**config.mk**
```make
export PLATFORM = sky130hd
export DESIGN_NAME = vred_seq
export DESIGN_NICKNAME = d
export VERILOG_FILES = /design/src/rtl/vred_seq.sv
export SDC_FILE = /design/constraint.sdc
export NUM_CORES = 1
export LEC_CHECK = 0
export CORE_ASPECT_RATIO = 2
export CORE_MARGIN = 2
export CORE_UTILIZATION = 35
export CTS_CLUSTER_DIAMETER = 40
export DETAILED_ROUTE_END_ITERATION = 12
export PLACE_DENSITY = 0.69
export SETUP_SLACK_MARGIN = 0.02
export SLEW_MARGIN = 20
export SYNTH_ARGS = -nofsm -noshare
export SYNTH_HDL_FRONTEND = slang
export SYNTH_SLANG_ARGS = --single-unit
```
**constraint.sdc**
```tcl
create_clock -name clk -period 4.56 [get_ports clk]
set_input_delay 0.912 -clock clk [delete_from_list [all_inputs] [get_ports clk]]
set_output_delay 0.912 -clock clk [all_outputs]
set_load 0.02 [all_outputs]
```
**src/rtl/vred_seq.sv**
```systemverilog
// vred_seq: reduction issue sequencer. Takes one reduction request, streams
// the source register group from the VRF into the reduction unit as framed
// beats, then waits for the unit's result strobe and pulses done.
//
// Ports:
//   clk, rst           clock, asynchronous active-low reset
//   req_*              request handshake and fields (accepted only in IDLE)
//   rd_en/rd_addr      VRF read port request; rd_data returns 1 cycle later
//   red_*              reduction unit input beat and latched request fields
//   red_out_valid      result strobe from the reduction unit
//   busy, done         status; done is a one-cycle completion pulse
//
// Build option: define VRED_TAIL_FILL_EN to replace the inactive tail lanes
// of the last beat with the identity of the selected op. Without it the
// source data is passed through and vl must be a whole number of lines.

module vred_seq #(
  parameter int DATA_WIDTH  = 64,
  parameter int ADDR_WIDTH  = 32,
  parameter int VL_WIDTH    = 11,
  parameter int OPSEL_WIDTH = 3,
  parameter int SEW_WIDTH   = 2
) (
  input  logic                   clk,
  input  logic                   rst,
  input  logic                   req_valid,
  output logic                   req_ready,
  input  logic [VL_WIDTH-1:0]    req_vl,
  input  logic [SEW_WIDTH-1:0]   req_sew,
  input  logic [OPSEL_WIDTH-1:0] req_opSel,
  input  logic                   req_lop_sum,
  input  logic [ADDR_WIDTH-1:0]  req_src_addr,
  input  logic [DATA_WIDTH-1:0]  req_vs1,
  input  logic [ADDR_WIDTH-1:0]  req_dst_addr,
  output logic                   rd_en,
  output logic [ADDR_WIDTH-1:0]  rd_addr,
  input  logic [DATA_WIDTH-1:0]  rd_data,
  output logic                   red_valid,
  output logic                   red_start,
  output logic                   red_end,
  output logic                   red_lop_sum,
  output logic [DATA_WIDTH-1:0]  red_vec0,
  output logic [DATA_WIDTH-1:0]  red_vec1,
  output logic [OPSEL_WIDTH-1:0] red_opSel,
  output logic [SEW_WIDTH-1:0]   red_sew,
  output logic [ADDR_WIDTH-1:0]  red_addr,
  input  logic                   red_out_valid,
  output logic                   busy,
  output logic                   done
);

  localparam int NB     = DATA_WIDTH / 8;
  localparam int EPL_SH = $clog2(NB);
  localparam int LW     = VL_WIDTH + 1;
  localparam logic [LW-1:0] EPL_MAX = LW'(NB);

  typedef enum logic [1:0] {
    S_IDLE  = 2'd0,
    S_READ  = 2'd1,
    S_DRAIN = 2'd2,
    S_WAIT  = 2'd3
  } state_t;

  state_t r_state;
  state_t w_state_nxt;

  logic [VL_WIDTH-1:0]    r_cnt;
  logic [VL_WIDTH-1:0]    r_last;
  logic [SEW_WIDTH-1:0]   r_sew;
  logic [OPSEL_WIDTH-1:0] r_op;
  logic                   r_lop;
  logic [ADDR_WIDTH-1:0]  r_src;
  logic [DATA_WIDTH-1:0]  r_vs1;
  logic [ADDR_WIDTH-1:0]  r_dst;
  logic                   r_done;
  logic                   r_bv;
  logic [VL_WIDTH-1:0]    r_bidx;

  logic                   w_accept;
  logic                   w_zero_req;
  logic                   w_done_nxt;
  logic                   w_last_rd;
  logic [LW-1:0]          w_epl;
  logic [LW-1:0]          w_mask;
  logic [LW-1:0]          w_lines;
  logic [3:0]             w_sh;
  logic                   w_last_beat;

  // Line count: ceil(vl / epl), epl a power of two.
  always_comb begin
    w_epl   = EPL_MAX >> req_sew;
    w_mask  = w_epl - 1'b1;
    w_sh    = 4'(EPL_SH) - 4'(req_sew);
    w_lines = ({1'b0, req_vl} + w_mask) >> w_sh;
  end

  assign w_accept   = (r_state == S_IDLE) & req_valid
                    & (req_vl != '0);
  assign w_zero_req = (r_state == S_IDLE) & req_valid
                    & (req_vl == '0);
  assign w_last_rd  = (r_cnt == r_last);
  assign w_done_nxt = w_zero_req
                    | ((r_state == S_WAIT) & red_out_valid);

  // State register
  always_ff @(posedge clk or negedge rst) begin
    if (!rst) begin
      r_state <= S_IDLE;
    end else begin
      r_state <= w_state_nxt;
    end
  end

  // Next-state logic
  always_comb begin
    w_state_nxt = r_state;
    case (r_state)
      S_IDLE:  if (w_accept) w_state_nxt = S_READ;
      S_READ:  if (w_last_rd) w_state_nxt = S_DRAIN;
      S_DRAIN: w_state_nxt = S_WAIT;
      S_WAIT:  if (red_out_valid) w_state_nxt = S_IDLE;
      default: w_state_nxt = S_IDLE;
    endcase
  end

  // Moore outputs
  always_comb begin
    req_ready = 1'b0;
    busy      = 1'b1;
    rd_en     = 1'b0;
    rd_addr   = '0;
    case (r_state)
      S_IDLE: begin
        req_ready = 1'b1;
        busy      = 1'b0;
      end
      S_READ: begin
        rd_en   = 1'b1;
        rd_addr = r_src + ADDR_WIDTH'(r_cnt);
      end
      default: ;
    endcase
  end

  // Request latch, line counter and the beat pipeline that tracks the
  // one-cycle VRF read latency.
  always_ff @(posedge clk or negedge rst) begin
    if (!rst) begin
      r_cnt  <= '0;
      r_last <= '0;
      r_sew  <= '0;
      r_op   <= '0;
      r_lop  <= 1'b0;
      r_src  <= '0;
      r_vs1  <= '0;
      r_dst  <= '0;
      r_done <= 1'b0;
      r_bv   <= 1'b0;
      r_bidx <= '0;
    end else begin
      r_done <= w_done_nxt;
      r_bv   <= (r_state == S_READ);
      r_bidx <= r_cnt;
      if (w_accept) begin
        r_cnt  <= '0;
        r_last <= VL_WIDTH'(w_lines - 1'b1);
        r_sew  <= req_sew;
        r_op   <= req_opSel;
        r_lop  <= req_lop_sum;
        r_src  <= req_src_addr;
        r_vs1  <= req_vs1;
        r_dst  <= req_dst_addr;
      end else if (r_state == S_READ) begin
        r_cnt <= r_cnt + 1'b1;
      end
    end
  end

  assign w_last_beat = r_bv & (r_bidx == r_last);

  assign red_valid   = r_bv;
  assign red_start   = r_bv & (r_bidx == '0);
  assign red_end     = w_last_beat;
  assign red_lop_sum = r_lop;
  assign red_vec1    = r_vs1;
  assign red_opSel   = r_op;
  assign red_sew     = r_sew;
  assign red_addr    = r_dst;
  assign done        = r_done;

`ifdef VRED_TAIL_FILL_EN
  logic [VL_WIDTH-1:0] r_tail;
  logic [VL_WIDTH-1:0] w_tail;

  assign w_tail = req_vl & w_mask[VL_WIDTH-1:0];

  always_ff @(posedge clk or negedge rst) begin
    if (!rst) begin
      r_tail <= '0;
    end else if (w_accept) begin
      r_tail <= w_tail;
    end
  end

  // Per-byte fill: a byte is replaced when its lane is at or past the
  // tail count on the last beat. The top byte of each element carries
  // the sign-dependent part of the min/max identities.
  always_comb begin
    int  w_lane;
    int  w_esz;
    logic w_top;
    logic [7:0] w_id;
    red_vec0 = '0;
    if (r_bv) begin
      red_vec0 = rd_data;
      w_esz = 1 << r_sew;
      for (int b = 0; b < NB; b++) begin
        w_lane = b >> r_sew;
        w_top  = ((b % w_esz) == (w_esz - 1));
        w_id   = 8'h00;
        if (r_lop) begin
          if (r_op[1:0] == 2'b01) w_id = 8'hFF;
        end else begin
          unique case (1'b1)
            (r_op[2:1] == 2'b01): w_id = w_top ? 8'h7F : 8'hFF;
            (r_op[2:1] == 2'b10): w_id = w_top ? 8'h80 : 8'h00;
            (r_op[2:1] == 2'b11): w_id = 8'hFF;
            default:              w_id = 8'h00;
          endcase
        end
        if (w_last_beat && (r_tail != '0)
            && (w_lane >= int'(r_tail))) begin
          red_vec0[b*8 +: 8] = w_id;
        end
      end
    end
  end
`else
  assign red_vec0 = r_bv ? rd_data : '0;
`endif

endmodule

```
=== Word level (Yosys, flattened, before mapping) ===
Index checks and enable logic that the tools add are counted.

* Logic and storage cells: 52
* Register bits after elaboration: 171
* Output and inout bits: 205

* Add/sub/neg operators: 6
* Mux-type cells: 11
* Bitwise logic cells: 7
* Reduce and logical (&&, ||, !) cells: 6
* Shift operators: 2
* Equal/unequal tests: 8

{| class="wikitable"
|+ Operators by type and width
! operator !! number
|-
| 64-bit 2-to-1 mux || 1
|-
| 32-bit by 11-bit adder with 32-bit output || 1
|-
| 32-bit 2-to-1 mux || 1
|-
| 11-bit equality test || 2
|-
| 11-bit logical NOT || 2
|-
| 11-bit 2-to-1 mux || 2
|-
| 11-bit by 12-bit adder with 12-bit output || 1
|-
| 12-bit by 4-bit right shift with 11-bit output || 1
|-
| 4-bit by 2-bit right shift with 12-bit output (first input constant) || 1
|-
| 12-bit by 1-bit subtractor with 12-bit output (second input constant) || 1
|-
| 11-bit by 1-bit adder with 11-bit output (second input constant) || 1
|-
| 11-bit nonzero test || 1
|-
| 11-bit by 1-bit subtractor with 11-bit output (second input constant) || 1
|-
| 2-bit one-hot mux with 4 select lines || 1
|-
| 1-bit AND || 6
|-
| 2-bit 2-to-1 mux || 3
|-
| 2-bit inequality test (second input constant) || 3
|-
| 2-bit equality test (second input constant) || 2
|-
| 1-bit 2-to-1 mux || 3
|-
| 3-bit AND reduction || 1
|-
| 2-bit by 2-bit subtractor with 3-bit output (first input constant) || 1
|-
| 2-bit by 1-bit equality test with 1-bit output (second input constant) || 1
|-
| 2-bit logical NOT || 1
|-
| 2-bit nonzero test || 1
|-
| 1-bit bitwise OR || 1
|}

=== Logic depth before layout (Yosys ltp) ===
Gate-level depths: netlist (run 1).

* Depth in word-level cells: 5
* Gate-level depth with buffers: 17

=== Worst setup path after synthesis (run 1) ===
Ideal clock, no wire load.

* Kind: input -> register
* Start: input req_sew[0]
* End: register r_last[10]
* Setup slack: 0.297 ns
* Data required time: 4.435 ns
* Library setup time: 0.125 ns
* Arrival: 4.138 ns
* Stages on the path: 15
* Cell sequence: clkbuf_1 > nor2b_1 > inv_1 > ha_1 > inv_1 > ha_1 > fa_1 > xor2_1 > mux4_2 > inv_1 > ha_1 > or3b_2 > a211oi_1 > a31o_2 > nand3_1

* Longest elaborated chain between the ends: 5

{| class="wikitable"
|+ RTL lines
! element !! RTL line !! source
|-
| start, declared || 29 || <nowiki>input logic [SEW_WIDTH-1:0] req_sew,</nowiki>
|-
| 4-bit by 2-bit right shift with 12-bit output || 91 || <nowiki>w_epl = EPL_MAX >> req_sew;</nowiki>
|-
| 12-bit by 1-bit subtractor with 12-bit output || 92 || <nowiki>w_mask = w_epl - 1'b1;</nowiki>
|-
| 11-bit by 12-bit adder with 12-bit output || 94 || <nowiki>w_lines = ({1'b0, req_vl} + w_mask) >> w_sh;</nowiki>
|-
| 12-bit by 4-bit right shift with 11-bit output * || 94 ||
|-
| 11-bit by 1-bit subtractor with 11-bit output * || 166 || <nowiki>r_last <= VL_WIDTH'(w_lines - 1'b1);</nowiki>
|-
| end signal, assigned || 166 ||
|-
| end, declared || 68 || <nowiki>logic [VL_WIDTH-1:0] r_last;</nowiki>
|}

Every way passes the cells marked *; elsewhere a longest branch is shown, timed or not.
A chain may end at the register's enable or synchronous reset.

=== Worst setup path after layout (run 1) ===
* Start: register r_cnt[0]
* End: output rd_addr[22]

* Longest elaborated chain between the ends: 2

{| class="wikitable"
|+ RTL lines
! element !! RTL line !! source
|-
| start, declared || 67 || <nowiki>logic [VL_WIDTH-1:0] r_cnt;</nowiki>
|-
| start signal, assigned || 174 || <nowiki>r_cnt <= r_cnt + 1'b1;</nowiki>
|-
| 32-bit by 11-bit adder with 32-bit output || 139 || <nowiki>rd_addr = r_src + ADDR_WIDTH'(r_cnt);</nowiki>
|-
| 32-bit 2-to-1 mux || 132 || <nowiki>case (r_state)</nowiki>
|-
| end, declared || 36 || <nowiki>output logic [ADDR_WIDTH-1:0] rd_addr,</nowiki>
|}

Every way passes these cells.

==> impl_metrics.yaml, run 1 <==
global_routing:
  grt_pass1_vias: 9509
  grt_pass1_wl_um: 51300
  antenna_found_initial: 0
  gr-total-overflow: 0
  grt_start_max_net_pins: 92
  grt_use_total: 0.233
synthesis:
  postSynthCellCount: 1127
  syn_nets: 1376
  postSynthAreaPerCell_um2: 8.34
  async_flop_share: 1.00
  synthFlopType: "dfrtp_1"
  synth_area_um2: 9400
  synth_top_area_cell: "dfrtp_1"
  synth_edf_count: 0
  synthTopCellsByArea: "dfrtp_1, nand2_1, and2_1"
  ys_seq_area_frac: 0.455
  yosys_register_bits: 171
  synth.distinct_cells: 61
  netlist.area_leader.share: 0.455
  yosysWarnings: 0
sta:
  layout_min_cycle_time_ps: 4340
  finalCritPeriodShare: 0.953
  setup_violations: 0
  rsz0062_at_grt: "no"
  fmax_mhz: 230
  maxSlewViolCount: 0
  hold_violations: 0
  worst_pin_slew_ps: 901
  relSlewSlack: 0.399
  fin_ws_ps: 216
  skew_ps: 9.65
critical_path:
  crit_fanout: 12
  cpMostUsedCell: "a21oi_1"
  cp-start-kind: "flip-flop"
  crit_slowest_cell: "fa_1"
  critPathTopFamily: "compound AO/OA/AOI/OAI gates"
  crit_path_end_kind: "primary output"
  worstPathRequired_ps: 3650
  path_cells: "ha_1 > fa_1 > a21o_1 > a21oi_1 > o21bai_1 > a21oi_2 > o31ai_1 > a21boi_0 > buf_4 > o21ai_0 > a21oi_1 > dlygate4sd2_1"
  worstSetupPathType: "reg -> out"
  critPathBufInv: 2
  arrival_ps: 3430
  cpPeakStageDelay_ps: 410
layout:
  nets: 1809
  drive_above_1_share: 0.0668
  syn_to_final_growth_pct: 58.3
  fin_area_um2: 14900
  layout_common_cells: "nand2_1, clkdlybuf4s50_1, dfrtp_1"
  layout.cells.non_filler: 1918
  layout_commonest_cell: "nand2_1"
clocking:
  cts_sinks: 171
  cts_tree: "built"
  cts.reportedPaths.clkPinSlew_ps: 60
  cts_max_path_buffers: 2
  cts_hold_buf: 0
  cts-root-buf: "clkbuf_16"
  numCtsBuffers: 17
  ctsHtreeMaxLevel: 4
  worstSkewPairLatency_ps: 450
power:
  irDropWorstVdd_v: 0.000408
  cellPowerDensity_nw_per_um2: 579
  power_leakage_uw: 0.00689
drt:
  drtIter0Drc: 338
  ant_nets: 0
  remaining_drc_errors: 0
  routed_via_density: 4.80
  drt_wl_total_um: 32800
  num_vias: 9200
  detail_route.wl_per_cell_um: 17.1
  drtPass1Iterations: 4
placed_design:
  dpl.hpwl_um: 25300
  port_buffers: 417
  pre_cts_ws_ps: -332
  dpl.cell_count: 1883
  gp_congestion: 0.888
  dpl_cell_area_um2: 14200
outcome:
  status: "finished, final reports clean"
floorplanning:
  pin_count: 418
  num_rows: 84
  die_w_um: 120
  core_um2: 26400
  die-area_um2: 28200
  start_util: 0.356
  die_y_um: 236
run:
  max_cap_viol_count: 0
worst_hold_path:
  min-delay-path-class: "reg -> reg"
cells in the mapped netlist, drive strengths merged (5+ instances only):
master and n:
nor2 31, a21oi 30, clkbuf 47, ha 34, nor3 7, xor2 15, xnor2 36, or3 6
and2 69, nor4 5, nand2 444, inv 41, dfrtp 171, o21bai 7, o21ai 25, nand4 12
a31oi 7, a21boi 6, mux2i 14, nand2b 15, nand3 16, o31ai 7, nor2b 6, and3 12
cell type report:
| type | instances | area (um^2) |
|---|---|---|
| antenna | 1 | 2.50 |
| clock buffer | 20 | 447 |
| clock inverter | 12 | 138 |
| fill | 2390 | 11500 |
| inverter | 42 | 158 |
| multi-input combinational | 864 | 4850 |
| sequential | 171 | 4280 |
| tap | 344 | 430 |
| timing repair buffer | 464 | 4570 |
path summary, 6_finish.rpt:
path / from / end / slack (ps) / cells past startpoint
max: r_cnt[0]$_DFFE_PN0P_ / rd_addr[22] / 220 / 12
min: red_vec1[18]$_DFFE_PN0P_ / red_vec1[18]$_DFFE_PN0P_ / 470 / 2
max reg2reg: r_state[0]$_DFFE_PN0P_ / red_vec1[41]$_DFFE_PN0P_ / 2250 / 7
min reg2reg: red_vec1[18]$_DFFE_PN0P_ / red_vec1[18]$_DFFE_PN0P_ / 470 / 2
max in group asynchronous: rst / red_addr[31]$_DFFE_PN0P_ / 3010 / 2
min in group asynchronous: rst / r_last[6]$_DFFE_PN0P_ / 530 / 1
registers in the layout (all words and copies together), names as in the netlist:
name and flops:
red_valid 1, r_last 11, r_bidx 11, red_opSel 3, red_lop_sum 1, red_addr 32
red_sew 2, red_vec1 64, r_state 2, r_src 32, r_cnt 11, done 1
power breakdown:
group | switching [uW] | internal [uW] | total, uW
sequential | 436 | 2160 | 2590
clock | 641 | 828 | 1470
combinational | 2480 | 2070 | 4550
through the flow:
stage / hold WS [ps] / utilization / total power, uW / setup TNS (ps)
2_1_floorplan: 434 / - / 4970 / 0
3_3_place_gp: 457 / 0.539 / 7110 / -648
3_5_place_dp: 461 / 0.539 / 7190 / -1260
4_1_cts: 478 / 0.562 / 8700 / 0
5_1_grt: 497 / 0.564 / 9170 / 0
6_report: 472 / 0.564 / 8610 / 0
kinds of logic after synthesis:
group,after synthesis,synth area share
simple gates,644,0.304
flops,171,0.455
compound gates,113,0.0794
buf+inv,92,0.0370
xor+xnor,51,0.0475
fa+ha+maj,36,0.0495
mux,20,0.0269
worst reg2reg max path: stages, from the launching register on:
cell	delay (ps)
dfrtp_1	400
inv_1	100
ha_1	310
nand2_1	150
a21oi_4	190
buf_4	710
nand2_1	290
nand2_1	100
routing by layer:
| metal | global-route usage | routed length [um] | share of wire | up-vias |
|---|---|---|---|---|
| met3 | 0.0545 | 1700 | 0.052 | 73 |
| li1 | - | - | - | 4524 |
| met2 | 0.420 | 17200 | 0.52 | 289 |
| met5 | 0 | 0 | 0 | - |
| met4 | 0.104 | 1300 | 0.040 | 0 |
| met1 | 0.256 | 12600 | 0.38 | 4314 |
repair_timing:
item,4_1_cts,5_1_grt
setup buffers,2,0
setup endpoints to repair,18,18
gates cloned,0,0
gates resized for setup,11,12
pin swaps,1,2
No activity file was read; power rests on OpenSTA's default activity.
==> inputs of run 2 (changes only) <==
Settings changed: HOLD_SLACK_MARGIN set to 0.12.
==> results of run 2 <==
Final layout, timing and power as in run 1 (identical DEF).
==> inputs of run 3 (changes only) <==
Settings changed: CORE_AREA set to 2 2 161 163, CORE_ASPECT_RATIO 2 to not set, CORE_MARGIN 2 to not set, CORE_UTILIZATION 35 to not set, DIE_AREA set to 0 0 163 165, PLACE_DENSITY 0.69 to 0.73.
==> run 3 against run 2 <==
Setup slack worse by 15 ps. Clock power is 3% higher. Core utilization is 2.9 points higher. Combinational power hardly changed. Critical endpoint is now rd_addr[10]. Largest cell class unchanged.
==> impl_metrics.yaml, run 3 (same netlist as run 1, synthesis figures left out) <==
global_routing:
  grt_pass1_wl_um: 49300
  grt_pass1_vias: 9125
  gr-total-overflow: 0
  grt_start_max_net_pins: 122
  grt_use_total: 0.236
  antenna_found_initial: 0
critical_path:
  cpMostUsedCell: "a21oi_2"
  critPathBufInv: 2
  ff2ff_path_depth: 8
  r2r-start: "r_state[0]$_DFFE_PN0P_"
  path_cells: "ha_1 > fa_1 > a21o_1 > a21oi_1 > o21bai_1 > a21oi_2 > o31ai_1 > a21oi_2 > buf_4 > xor2_1 > nor2_1 > clkdlybuf4s50_1"
  regToRegSetupSlack_ps: 2160
  arrival_ps: 3450
  cp-start-kind: "flip-flop"
  crit_fanout: 4
  cpPeakStageDelay_ps: 610
  timing.rr.end: "red_vec1[17]$_DFFE_PN0P_"
  crit_path_end_kind: "primary output"
  endpoint: "rd_addr[10]"
  crit_start: "r_cnt[0]$_DFFE_PN0P_"
  worstSetupPathType: "reg -> out"
  critPathTopFamily: "compound AO/OA/AOI/OAI gates"
  worstSetupPathDepth: 12
  crit_slowest_cell: "clkdlybuf4s50_1"
  worstPathRequired_ps: 3650
layout:
  layout.cells.non_filler: 1900
  layout_common_cells: "nand2_1, clkdlybuf4s50_1, dfrtp_1"
  nets: 1806
  syn_to_final_growth_pct: 57.8
  layout_commonest_cell: "nand2_1"
  largest_reg_flops: 64
  antennaDiodeCount: 0
  drive_above_1_share: 0.0637
floorplanning:
  die_w_um: 163
  die-area_um2: 26900
  num_rows: 58
  die_y_um: 165
  pin_count: 418
  start_util: 0.375
  core_um2: 25000
sta:
  layout_min_cycle_time_ps: 4360
  setup_violations: 0
  hold_ws_ps: 478
  finalCritPeriodShare: 0.956
  hold_violations: 0
  fin_ws_ps: 202
  relSlewSlack: 0.447
  fmax_mhz: 229
  skew_ps: 12.6
  maxSlewViolCount: 0
  worst_pin_slew_ps: 829
clocking:
  numCtsBuffers: 17
  ctsHtreeMaxLevel: 4
  cts-root-buf: "clkbuf_16"
  cts_max_path_buffers: 2
  worstSkewPairLatency_ps: 430
  cts_sinks: 171
  cts_tree: "built"
  cts.reportedPaths.clkPinSlew_ps: 70
drt:
  drtPass1Iterations: 5
  ant_nets: 0
  drtIter0Drc: 427
  remaining_drc_errors: 0
  detail_route.wl_per_cell_um: 16.8
  drt_wl_total_um: 32000
  num_vias: 9241
  routed_via_density: 4.86
worst_hold_path:
  min-delay-path-class: "reg -> reg"
power:
  irDropWorstVdd_v: 0.000328
  power_leakage_uw: 0.00690
  cellPowerDensity_nw_per_um2: 583
run:
  max_cap_viol_count: 0
placed_design:
  dpl.cell_count: 1863
  port_buffers: 417
  dpl.hpwl_um: 24100
  gp_congestion: 0.871
  pre_cts_ws_ps: -238
outcome:
  status: "finished, final reports clean"
[run 3: per-stage QoR]
step	instance area, um^2	utilization	setup TNS, ps	total power, uW
4_1_cts	14800	0.590	0	8730
6_report	14800	0.592	0	8650
5_1_grt	14800	0.592	-6.61	9250
2_1_floorplan	9400	-	0	4970
3_5_place_dp	14200	0.566	-650	7180
3_3_place_gp	14200	0.566	-367	7110
[run 3: power by group]
group | total (uW) | internal (uW) | switching [uW]
Clock | 1510 | 756 | 755
Combinational | 4520 | 2070 | 2450
Sequential | 2610 | 2150 | 458
Total | 8650 | 4980 | 3670
[run 3: area by class of cell]
type	count	area (um^2)
clock buffer	17	425
clock inverter	15	190
fill	2168	10200
inverter	42	158
multi-input combinational	864	4810
sequential	171	4280
tap	330	413
timing repair buffer	461	4550
[run 3: worst min path at each step]
stage | from | end | cells past startpoint
4_1_cts | red_addr[18]$_DFFE_PN0P_ | red_addr[18]$_DFFE_PN0P_ | 2
3_3_place_gp | red_vec1[41]$_DFFE_PN0P_ | red_vec1[41]$_DFFE_PN0P_ | 2
3_5_place_dp | red_vec1[16]$_DFFE_PN0P_ | red_vec1[16]$_DFFE_PN0P_ | 2
2_1_floorplan | r_cnt[10]$_DFFE_PN0P_ | r_bidx[10]$_DFF_PN0_ | 0
5_1_grt | red_addr[24]$_DFFE_PN0P_ | red_addr[24]$_DFFE_PN0P_ | 2
6_report | red_vec1[50]$_DFFE_PN0P_ | red_vec1[50]$_DFFE_PN0P_ | 2
[run 3: worst reg2reg max path, delay by kind of cell (launching register included)]
kind	cells	cell delay (ps)
fa+ha+maj	1	310
buf+inv	3	960
flops	1	410
compound gates	1	360
simple gates	3	310
[run 3: repair_timing]
item                       CTS  global route
gates cloned                 0             0
gates resized for setup     12             9
pin swaps                    0             2
setup endpoints to repair   18            15
buffers inserted             0             5
hold buffers                 0             0
[run 3: layer usage]
layer | vias to the layer above | share of wire | wire length (um) | GRT usage
li1 | 4522 | - | - | -
met1 | 4302 | 0.38 | 12200 | 0.265
met2 | 368 | 0.51 | 16400 | 0.425
met3 | 49 | 0.082 | 2610 | 0.0743
met4 | 0 | 0.025 | 815 | 0.0752
met5 | - | 0 | 0 | 0
